<file path="src/rtl/keypad_scan_input.sv">
// rtl/keypad_scan_input.sv - 4x4 hex keypad scanner with debounce and nibble shift-in word
module keypad_scan_input #(
  parameter int SCAN_DIV       = 150000,
  parameter int DEBOUNCE_SCANS = 4
) (
  input  logic        clk,
  input  logic        rst,
  input  logic [3:0]  key_col,
  output logic [3:0]  key_row,
  input  logic        clear,
  output logic [31:0] data,
  output logic [3:0]  key_code,
  output logic        key_valid
);

  localparam int DW = $clog2(SCAN_DIV);
  localparam int CW = $clog2(DEBOUNCE_SCANS + 1);

  typedef enum logic [1:0] {IDLE, PRESS_CHK, HELD, RELEASE_CHK} state_t;

  logic [3:0]    col_meta, col_sync;
  logic [DW-1:0] div;
  logic [1:0]    row;
  logic          tick, scan_end;
  logic          hit_seen;
  logic [3:0]    hit_code;
  logic          row_hit;
  logic [1:0]    col_idx;
  logic          pressed;
  logic [3:0]    code;
  state_t        state, state_next;
  logic [CW-1:0] cnt, cnt_next;
  logic [3:0]    cand, cand_next;
  logic          accept;

  assign tick     = (div == DW'(SCAN_DIV - 1));
  assign scan_end = tick && (row == 2'd3);
  assign key_row  = ~(4'b0001 << row);

  always_comb begin
    row_hit = (col_sync != 4'hF);
    if (!col_sync[0])      col_idx = 2'd0;
    else if (!col_sync[1]) col_idx = 2'd1;
    else if (!col_sync[2]) col_idx = 2'd2;
    else                   col_idx = 2'd3;
    // An earlier row in this scan outranks the row being sampled now.
    pressed = hit_seen || row_hit;
    code    = hit_seen ? hit_code : {row, col_idx};
  end

  always_ff @(posedge clk) begin
    if (rst) begin
      col_meta <= 4'hF;
      col_sync <= 4'hF;
      div      <= '0;
      row      <= 2'd0;
      hit_seen <= 1'b0;
      hit_code <= 4'h0;
    end else begin
      col_meta <= key_col;
      col_sync <= col_meta;
      if (tick) begin
        div <= '0;
        row <= row + 2'd1;
        if (scan_end) begin
          hit_seen <= 1'b0;
        end else if (row_hit && !hit_seen) begin
          hit_seen <= 1'b1;
          hit_code <= {row, col_idx};
        end
      end else begin
        div <= div + 1'b1;
      end
    end
  end

  always_comb begin
    state_next = state;
    cnt_next   = cnt;
    cand_next  = cand;
    accept     = 1'b0;
    if (scan_end) begin
      case (state)
        IDLE: begin
          if (pressed) begin
            cand_next = code;
            if (DEBOUNCE_SCANS == 1) begin
              accept     = 1'b1;
              state_next = HELD;
              cnt_next   = '0;
            end else begin
              state_next = PRESS_CHK;
              cnt_next   = CW'(1);
            end
          end
        end
        PRESS_CHK: begin
          if (pressed && code == cand) begin
            cnt_next = cnt + 1'b1;
            if (cnt_next == CW'(DEBOUNCE_SCANS)) begin
              accept     = 1'b1;
              state_next = HELD;
              cnt_next   = '0;
            end
          end else begin
            state_next = IDLE;
            cnt_next   = '0;
          end
        end
        HELD: begin
          if (!pressed) begin
            if (DEBOUNCE_SCANS == 1) begin
              state_next = IDLE;
              cnt_next   = '0;
            end else begin
              state_next = RELEASE_CHK;
              cnt_next   = CW'(1);
            end
          end
        end
        RELEASE_CHK: begin
          if (!pressed) begin
            cnt_next = cnt + 1'b1;
            if (cnt_next == CW'(DEBOUNCE_SCANS)) begin
              state_next = IDLE;
              cnt_next   = '0;
            end
          end else begin
            state_next = HELD;
            cnt_next   = '0;
          end
        end
        default: begin
          state_next = IDLE;
          cnt_next   = '0;
        end
      endcase
    end
  end

  always_ff @(posedge clk) begin
    if (rst) begin
      state     <= IDLE;
      cnt       <= '0;
      cand      <= 4'h0;
      key_valid <= 1'b0;
      key_code  <= 4'h0;
      data      <= '0;
    end else begin
      state     <= state_next;
      cnt       <= cnt_next;
      cand      <= cand_next;
      key_valid <= accept;
      if (accept) key_code <= cand_next;
      // Clear wins over a same-cycle accept for the word, not for the strobe.
      if (clear)       data <= '0;
      else if (accept) data <= {data[27:0], cand_next};
    end
  end

endmodule

</file>
<file path="config.mk">
export PLATFORM = sky130hd
export DESIGN_NAME = keypad_scan_input
export DESIGN_NICKNAME = d
export VERILOG_FILES = /design/src/rtl/keypad_scan_input.sv
export SDC_FILE = /design/constraint.sdc
export NUM_CORES = 1
export LEC_CHECK = 0
export CAP_MARGIN = 15
export CORE_MARGIN = 4
export CORE_UTILIZATION = 35
export DETAILED_ROUTE_END_ITERATION = 8
export PLACE_DENSITY = 0.59
export SLEW_MARGIN = 15
export SYNTH_ARGS = -nofsm -noshare
export SYNTH_HDL_FRONTEND = slang
export SYNTH_SLANG_ARGS = --single-unit
</file>
<file path="constraint.sdc">
create_clock -name clk -period 7.3 [get_ports clk]
set_clock_uncertainty 0.05 [all_clocks]
set_input_delay 1.095 -clock clk [delete_from_list [all_inputs] [get_ports clk]]
set_output_delay 1.095 -clock clk [all_outputs]
set_load 0.005 [all_outputs]
</file>
# --- Word level (Yosys, flattened, before mapping) ---
# Index checks and enable logic that the tools add are counted.
op_classes:
  addsub: 3
  n_eq_ne: 12
  shift: 1
  muxes: 26
  bitwise_logic: 2
  n_reduce_logical: 13
op_table:
  columns: ["op", "count"]
  rows:
  - ["adder 18 x 1 -> 18 bit (second input constant)", 1]
  - ["equality test 18 bit (second input constant)", 1]
  - ["two-way mux 2 bit", 8]
  - ["two-way mux 4 bit", 4]
  - ["two-way mux 3 bit", 5]
  - ["one-hot mux 3 bit (4 select lines)", 1]
  - ["one-hot mux 2 bit (4 select lines)", 1]
  - ["two-way mux 1 bit", 7]
  - ["equality test 2 bit (second input constant)", 3]
  - ["!= test 3 bit (second input constant)", 2]
  - ["AND reduction 3 bit", 2]
  - ["AND reduction 5 bit", 1]
  - ["equality test 4 bit", 1]
  - ["!= test 2 bit (second input constant)", 2]
  - ["!= test 4 bit (second input constant)", 1]
  - ["inverter 4 bit", 1]
  - ["OR reduction 2 bit", 2]
  - ["<< shifter 1 x 2 -> 4 bit (first input constant)", 1]
  - ["adder 3 x 1 -> 3 bit (second input constant)", 1]
  - ["equality test 3 bit (second input constant)", 1]
  - ["logical AND 1 bit", 3]
  - ["adder 2 x 1 -> 2 bit (second input constant)", 1]
  - ["equality test 2 x 1 -> 1 bit (second input constant)", 1]
  - ["logical NOT 2 bit", 1]
  - ["other kinds (5)", 5]
word_totals:
  reg_bits: 79
  in_bits: 7
  output_inout_bits: 41

# --- Longest topological paths before layout ---
# Gate-level depths: netlist (run 1).
logic_depth:
  word_depth: 9
  ltp_mapped: 9
  mapped_depth_nobuf: 7

# --- Least setup slack after synthesis (run 1) ---
# OpenSTA, ideal clock, no wires.
synth_timing:
  kind: "reg2reg"
  startpoint: "register hit_seen"
  endpoint: "register key_code[3]"
  setup_time_ns: 0.132
  arrival_ns: 2.209
  setup_slack_ns: 4.908
  stages_incl_launch_ff: 10
  synth_period_minus_slack_ns: 2.392
  cell_sequence: "dfxtp_1 buf_6 mux2i_2 xnor2_1 or4_4 or4_1 buf_4 buf_6 nand2_1 a21oi_1"
synth_via:
  elab_chain_cells: 6
  elab_cells_between_ends: 10
  classes_between: "1 x eq/ne; 7 x mux; 2 x reduce/logical"
synth_rtl:
  columns: ["element", "line_no", "source"]
  rows:
  - ["start: declaration", "25", "logic hit_seen;"]
  - ["start signal: assignment", "57", "hit_seen <= 1'b0;"]
  - ["start signal: assignment", "66", "hit_seen <= 1'b0;"]
  - ["start signal: assignment", "68", "hit_seen <= 1'b1;"]
  - ["two-way mux 4 bit", "48", "code = hit_seen ? hit_code : {row, col_idx};"]
  - ["equality test 4 bit", "98", "if (pressed && code == cand) begin"]
  - ["logical AND 1 bit", "98", null]
  - ["two-way mux 1 bit", "98", null]
  - ["two-way mux 1 bit", "83", "case (state)"]
  - ["two-way mux 1 bit", "82", "if (scan_end) begin"]
  - ["end signal: assignment", "154", "if (accept) key_code <= cand_next;"]
  - ["end: declaration", "12", "output logic [3:0] key_code,"]
# Several ways; a longest one is shown, not always the timed one.
# A chain may end at the register's enable or synchronous reset.

# --- Worst setup path in the final report (run 1) ---
layout_timing:
  startpoint: "register hit_seen"
  endpoint: "register data[11]"
layout_via:
  elab_chain_cells: 6
  elab_cells_between_ends: 7
  classes_between: "1 x eq/ne; 4 x mux; 2 x reduce/logical"
layout_rtl:
  columns: ["element", "line_no", "source"]
  rows:
  - ["two-way mux 4 bit", "48", null]
  - ["equality test 4 bit", "98", null]
  - ["logical AND 1 bit (*)", "98", null]
  - ["two-way mux 1 bit (*)", "98", null]
  - ["two-way mux 1 bit (*)", "83", null]
  - ["two-way mux 1 bit (*)", "82", null]
  - ["end signal: assignment", "157", "else if (accept) data <= {data[27:0], cand_next};"]
  - ["end: declaration", "11", "output logic [31:0] data,"]
# Every way passes the cells marked *; elsewhere a longest branch is shown, timed or not.

==> results.txt, run 1 <==
Status: completed
EDFF count, synth: 0
Worst-path clk slew: 90 ps
Synth top area cells: dfxtp_1, nand2_1, a21oi_1
Drt drc: 0
Critical-path top delay cell: or4_2
HPWL after DPL: 4.45 mm
Relative slew slack: 56.1%
Die height: 104 µm
Total negative slack: 0 ps
LEAKAGE: 1.34 nW
Psw: 0.000191 W
Most common cell after layout, fill and taps aside: dfxtp_1
Fmax: 330 MHz
Switching Fraction: 25.0%
Syn Nets: 396
Final hold slack: 362 ps
Met2 Use GR: 19.7%
Core ar.: 8850 µm²
First-pass GRT wire length: 11.1 mm
Flop pwr share: 57.0%
Setup bufs post-CTS: 0
Drt wl/cell: 11.8 µm
Int Pwr: 0.000573 W
Horiz. Die Dim: 104 µm
Flops & latches, synth: 79
Total iterations of the first detailed-routing run: 4
Min Tclk post-route: 3030 ps
Final core occ: 44.4%
DP Area: 3740 µm²
Final slew viol count: 0
Fillers: 892
Hold Crit Endpoint: col_sync[3]
Post-Syn Area: 3220 µm²
GRT busiest layer: met2
Synth Area per Inst: 8.46 µm²
TritonCTS clock tree: done
CP arrival: 3190 ps
RR Startpoint: hit_seen
Most frequent cells in the layout: dfxtp_1, nand2_1, clkdlybuf4s50_1
Initial antenna violation count: 0
Power Dens Cells: 194 nW/µm²
Initial Utilization: 36.4%
Tightest Pin Transition: 659 ps
Path depth of the worst reg2reg path: 6
Maximum root-to-sink buffer count: 2
IO Count: 48
Vias: 2577
Synth area leader: dfxtp_1
CTS resizes: 0
Power, Total: 0.000765 W
CTS Root Cell: clkbuf_8
Endpoints failing setup: 0
Die area: 10800 µm²
Worst VDD drop: 0.105 mV
Antenna Nets Post-Route: 0
Finished Cell Area: 3930 µm²
Final Cycle Share: 41.5%
Hold depth: 1
CP required: 7460 ps
Via density per instance: 4.82
Reg2reg setup slack: 4270 ps
Clock share of power: 40.0%
Post-Syn Instances: 381
Inserted Clock Buffers: 9
Reg2Reg Capture Point: data[11]
Critical path's largest stage delay: 1060 ps
Routed wire length: 6.33 mm
Met3 Resource Use GR: 2.86%
Worst-skew pair later-pin latency: 350 ps
Sequential-to-total area share from yosys stat: 49.1%
WS Path Type: flop to flop
Critical Path Start Type: flop
Placer congestion estimate: 0.757
Unique masters post-synth: 36
Syn-to-layout area delta: 22.0%
Hold Crit Class: flop to flop
Hold-fix buffers, CTS: 0
Ys Warns: 0
Largest net degree at the start of global routing: 38
Total track usage: 12.1%
Share of post-route cells with drive strength above 1: 7.49%
Max-capacitance violation count: 0
Crit-path max FO: 37
Antenna Cells: 0
CTS Sinks: 79
Top cell type's share of synthesized area: 49.1%
Final nets: 437
Worst Hold Launch: col_meta[3]
Comb power frac: 2.9%
Port Buf Inserts: 47
Ys async rst share: 0%
# rows: 34
H-tree Lvls: 3
Main synth FF type: dfxtp_1
Vias in the first global route: 2552
GRT met1 Usage: 15.0%
Gr ovfl total: 0
Initial drt markers: 52
CP cell instances: mux2i_1, xnor2_1, or4_4, or4_2, nand2_1, a21oi_1
CP Capture Type: flop
Unrepaired setup endpoints after global routing: false
Final hold violations: 0
## metrics by stage
stage	worst slack [ps]	cells
after CTS	4180	535
after global routing	4110	535
final	4270	535
after detailed placement	4190	519
after global placement	4260	519
after floorplan	4910	381
## power by group through the flow
stage	registers (W)	clock network, W	logic, W
after floorplan	0.000446	0	0.0000157
after global placement	0.000446	0	0.0000225
after detailed placement	0.000446	0	0.0000228
after CTS	0.000436	0.000319	0.0000228
after global routing	0.000437	0.000335	0.0000257
final	0.000436	0.000306	0.0000223
## area by class of cell
type | count | area (µm²) | share of cell area (%)
sequential | 79 | 1580 | 40.2
multi-input combinational | 269 | 1490 | 37.9
timing repair buffer | 49 | 485 | 12.3
clock inverter | 7 | 63.8 | 1.62
clock buffer | 9 | 124 | 3.15
inverter | 14 | 52.6 | 1.34
tap | 108 | 135 | 3.44
## cells in the mapped netlist, types with 2 or more instances
master,number
xnor2_1,11
nor3b_1,2
nand3_1,11
nor2b_1,3
nand2b_1,3
nor2_1,46
inv_1,14
nand4_1,5
ha_1,8
and4_1,2
buf_6,4
xor2_1,11
dfxtp_1,79
clkbuf_1,11
nor3_1,4
nand2_1,78
and3_1,7
a21oi_1,40
a22o_1,2
buf_2,3
or2_2,10
mux2i_1,10
o21ai_0,4
## critical path, delay by kind of cell (launching register included)
kind	cells	cell delay, ps
xor+xnor	1	100
simple gates	3	1760
flops	1	530
mux	1	380
compound gates	1	70
## worst max-delay path by stage
stage	startpoint	slack, ps	depth (start not counted)	endpoint
after global placement	hit_seen	4260	6	data[3]
after CTS	hit_seen	4180	6	data[11]
after detailed placement	hit_seen	4190	6	data[25]
after global routing	hit_seen	4110	6	data[14]
final	hit_seen	4270	6	data[11]
after floorplan	hit_seen	4910	9	key_code[3]
## registers in the layout (all words and copies together), names as in the netlist
name,flops
cand,4
key_valid,1
key_code,4
col_meta,4
div,18
hit_code,4
col_sync,4
row,2
state,2
data,32
cnt,3
hit_seen,1
## kinds of logic (layout without fill, tap and decap cells)
| family | Yosys count | count (layout) | share of synthesized area (%) |
|---|---|---|---|
| AOI/OAI and AO/OA | 51 | 51 | 8.39 |
| xor gates and xnor gates | 22 | 22 | 5.98 |
| adders and majority gates | 8 | 8 | 3.11 |
| buffers and inverters | 33 | 79 | 5.01 |
| DFF | 79 | 79 | 49.1 |
| muxes | 11 | 11 | 3.53 |
| and+or+nand+nor | 177 | 177 | 24.9 |
## routing by layer
metal,wire (µm),vias to the layer above
li1,-,1327
met1,3120,1186
met2,2840,55
met3,292,9
met4,79,0
met5,0,-
Note: power is estimated with default switching activity, not from simulation.
==> run 2: changes to the inputs <==
- clock period: 7.3 -> 2.9 ns (I/O delays scaled with it)
==> run 2 against run 1 <==
Combinational power rose to 2.6 times the previous value. Sequential share of layout area fell by 0.61 points. Utilization rose by 0.68 points. Worst setup slack got worse by 4000 ps. Critical path type unchanged. Critical endpoint is now data[16]. Largest cell class unchanged.
==> results.txt, run 2 (synthesis gave the netlist of run 1 again) <==
Status: completed
H-tree Lvls: 3 (unchanged)
Worst Hold Launch: col_meta[0]
Horiz. Die Dim: 104 µm (unchanged)
Antenna Cells: 0 (unchanged)
Final slew viol count: 0 (unchanged)
# rows: 34 (unchanged)
Fmax: 384 MHz (+16%)
Maximum root-to-sink buffer count: 2 (unchanged)
Via density per instance: 4.77 (-0.94%)
CTS Root Cell: clkbuf_8
Worst-path clk slew: 80 ps (about the same)
HPWL after DPL: 4.59 mm (+3.2%)
Crit-path max FO: 37 (unchanged)
CTS Sinks: 79 (unchanged)
Final core occ: 45.1% (+0.68 points)
Hold Crit Class: flop to flop
Critical path startpoint: hit_seen
Die area: 10800 µm² (unchanged)
CP required: 3060 ps (-4400 ps)
LEAKAGE: 1.37 nW (+2.6%)
Power Dens Cells: 521 nW/µm² (+170%)
Initial antenna violation count: 0 (unchanged)
Regs by FF count: data (32), div (18)
Initial drt markers: 73 (+40%)
Gr ovfl total: 0 (unchanged)
Relative slew slack: 58.9% (+2.8 points)
Routed wire length: 6.54 mm (+3.3%)
Max-capacitance violation count: 0 (unchanged)
Placer congestion estimate: 0.753 (-0.53%)
Largest net degree at the start of global routing: 38 (unchanged)
Unrepaired setup endpoints after global routing: false
CP Capture Type: flop
Fillers: 893 (+0.11%)
Total iterations of the first detailed-routing run: 4 (unchanged)
Drt wl/cell: 12.2 µm (+2.7%)
Syn-to-layout area delta: 23.9%
Total track usage: 12.4% (+0.30 points)
IO Count: 48 (unchanged)
Biggest register: data
TritonCTS clock tree: done
Die height: 104 µm (unchanged)
Drt drc: 0 (unchanged)
Initial Utilization: 36.4% (unchanged)
Final nets: 440 (+0.69%)
Multi-input logic area: 1490 µm² (about the same)
Share of post-route cells with drive strength above 1: 7.91% (+0.41 points)
Core ar.: 8850 µm² (unchanged)
Vias: 2567 (-0.39%)
Worst-skew pair later-pin latency: 350 ps (about the same)
Port Buf Inserts: 47 (unchanged)
Tightest Pin Transition: 617 ps (-42.6 ps)
Sequential Area: 1580 µm² (unchanged)
Final Cycle Share: 89.8% (+48 points)
Critical Path Start Type: flop
Inserted Clock Buffers: 9 (unchanged)
Worst VDD drop: 0.326 mV (+210%)
CTS resizes: 0 (unchanged)
Vias in the first global route: 2492 (-2.4%)
Min Tclk post-route: 2600 ps (-426 ps)
RR Startpoint: hit_seen
Most common cell after layout, fill and taps aside: dfxtp_1
Total negative slack: 0 ps (unchanged)
Hold-fix buffers, CTS: 0 (unchanged)
First-pass GRT wire length: 11.3 mm (+1.6%)
Setup bufs post-CTS: 0 (unchanged)
WS Path Type: flop to flop
Final hold violations: 0 (unchanged)
Most frequent cells in the layout: dfxtp_1, nand2_1, clkdlybuf4s50_1
Endpoints failing setup: 0 (unchanged)
CP arrival: 2760 ps (-430 ps)
Antenna Nets Post-Route: 0 (unchanged)
Number of flip-flops in the largest register: 32 (unchanged)
-- run 2: changes by cell type in the layout (fill, tap and decap cells not counted), sizes merged --
cell | before | now
bufinv | 0 | 2
buf | 2 | 5
clkinvlp | 2 | 1
inv | 18 | 17
-- run 2: through the flow --
| step | worst slack [ps] | total power, W | std cells | area (µm²) | hold slack, ps |
|---|---|---|---|---|---|
| 2_1_floorplan | 508 | 0.00116 | 381 | 3220 | 339 |
| 3_3_place_gp | 358 | 0.00118 | 522 | 3760 | 343 |
| 3_5_place_dp | 323 | 0.00118 | 522 | 3760 | 344 |
| 4_1_cts | 288 | 0.00211 | 538 | 3990 | 365 |
| 5_1_grt | 140 | 0.00216 | 538 | 3990 | 384 |
| 6_report | 296 | 0.00208 | 538 | 3990 | 363 |
-- run 2: worst paths after layout --
| kind | end | slack [ps] | cells past startpoint |
|---|---|---|---|
| max | data[16] | 300 | 7 |
| min | col_sync[0] | 360 | 1 |
| max reg2reg | data[16] | 300 | 7 |
| min reg2reg | col_sync[0] | 360 | 1 |
-- run 2: layout make-up --
cell class,count,share of cell area (%)
clock inverter,7,2.57
inverter,14,1.32
clock buffer,9,3.10
tap,108,3.39
multi-input combinational,269,37.3
sequential,79,39.6
timing repair buffer,52,12.7
-- run 2: routing by layer --
layer	up-vias	global-route usage (%)	share of wire, %
met5	-	0	0
met2	52	20.0	44
li1	1329	-	-
met4	0	3.80	1.5
met3	8	4.41	4.9
met1	1178	15.4	50
-- run 2: critical path, cell delays in order (launching register included) --
cell and delay [ps]:
dfxtp_1 430, mux2i_1 360, xnor2_1 110, or4_4 520, or4_1 540, buf_4 260, nand2_1 110, a21oi_1 60
-- run 2: report_power, final --
part           internal (W)  leakage, nW  switching [W]
logic             0.0000220        0.625      0.0000367
registers           0.00109        0.639     0.00000528
clock network      0.000495        0.111       0.000426
total               0.00161         1.37       0.000468
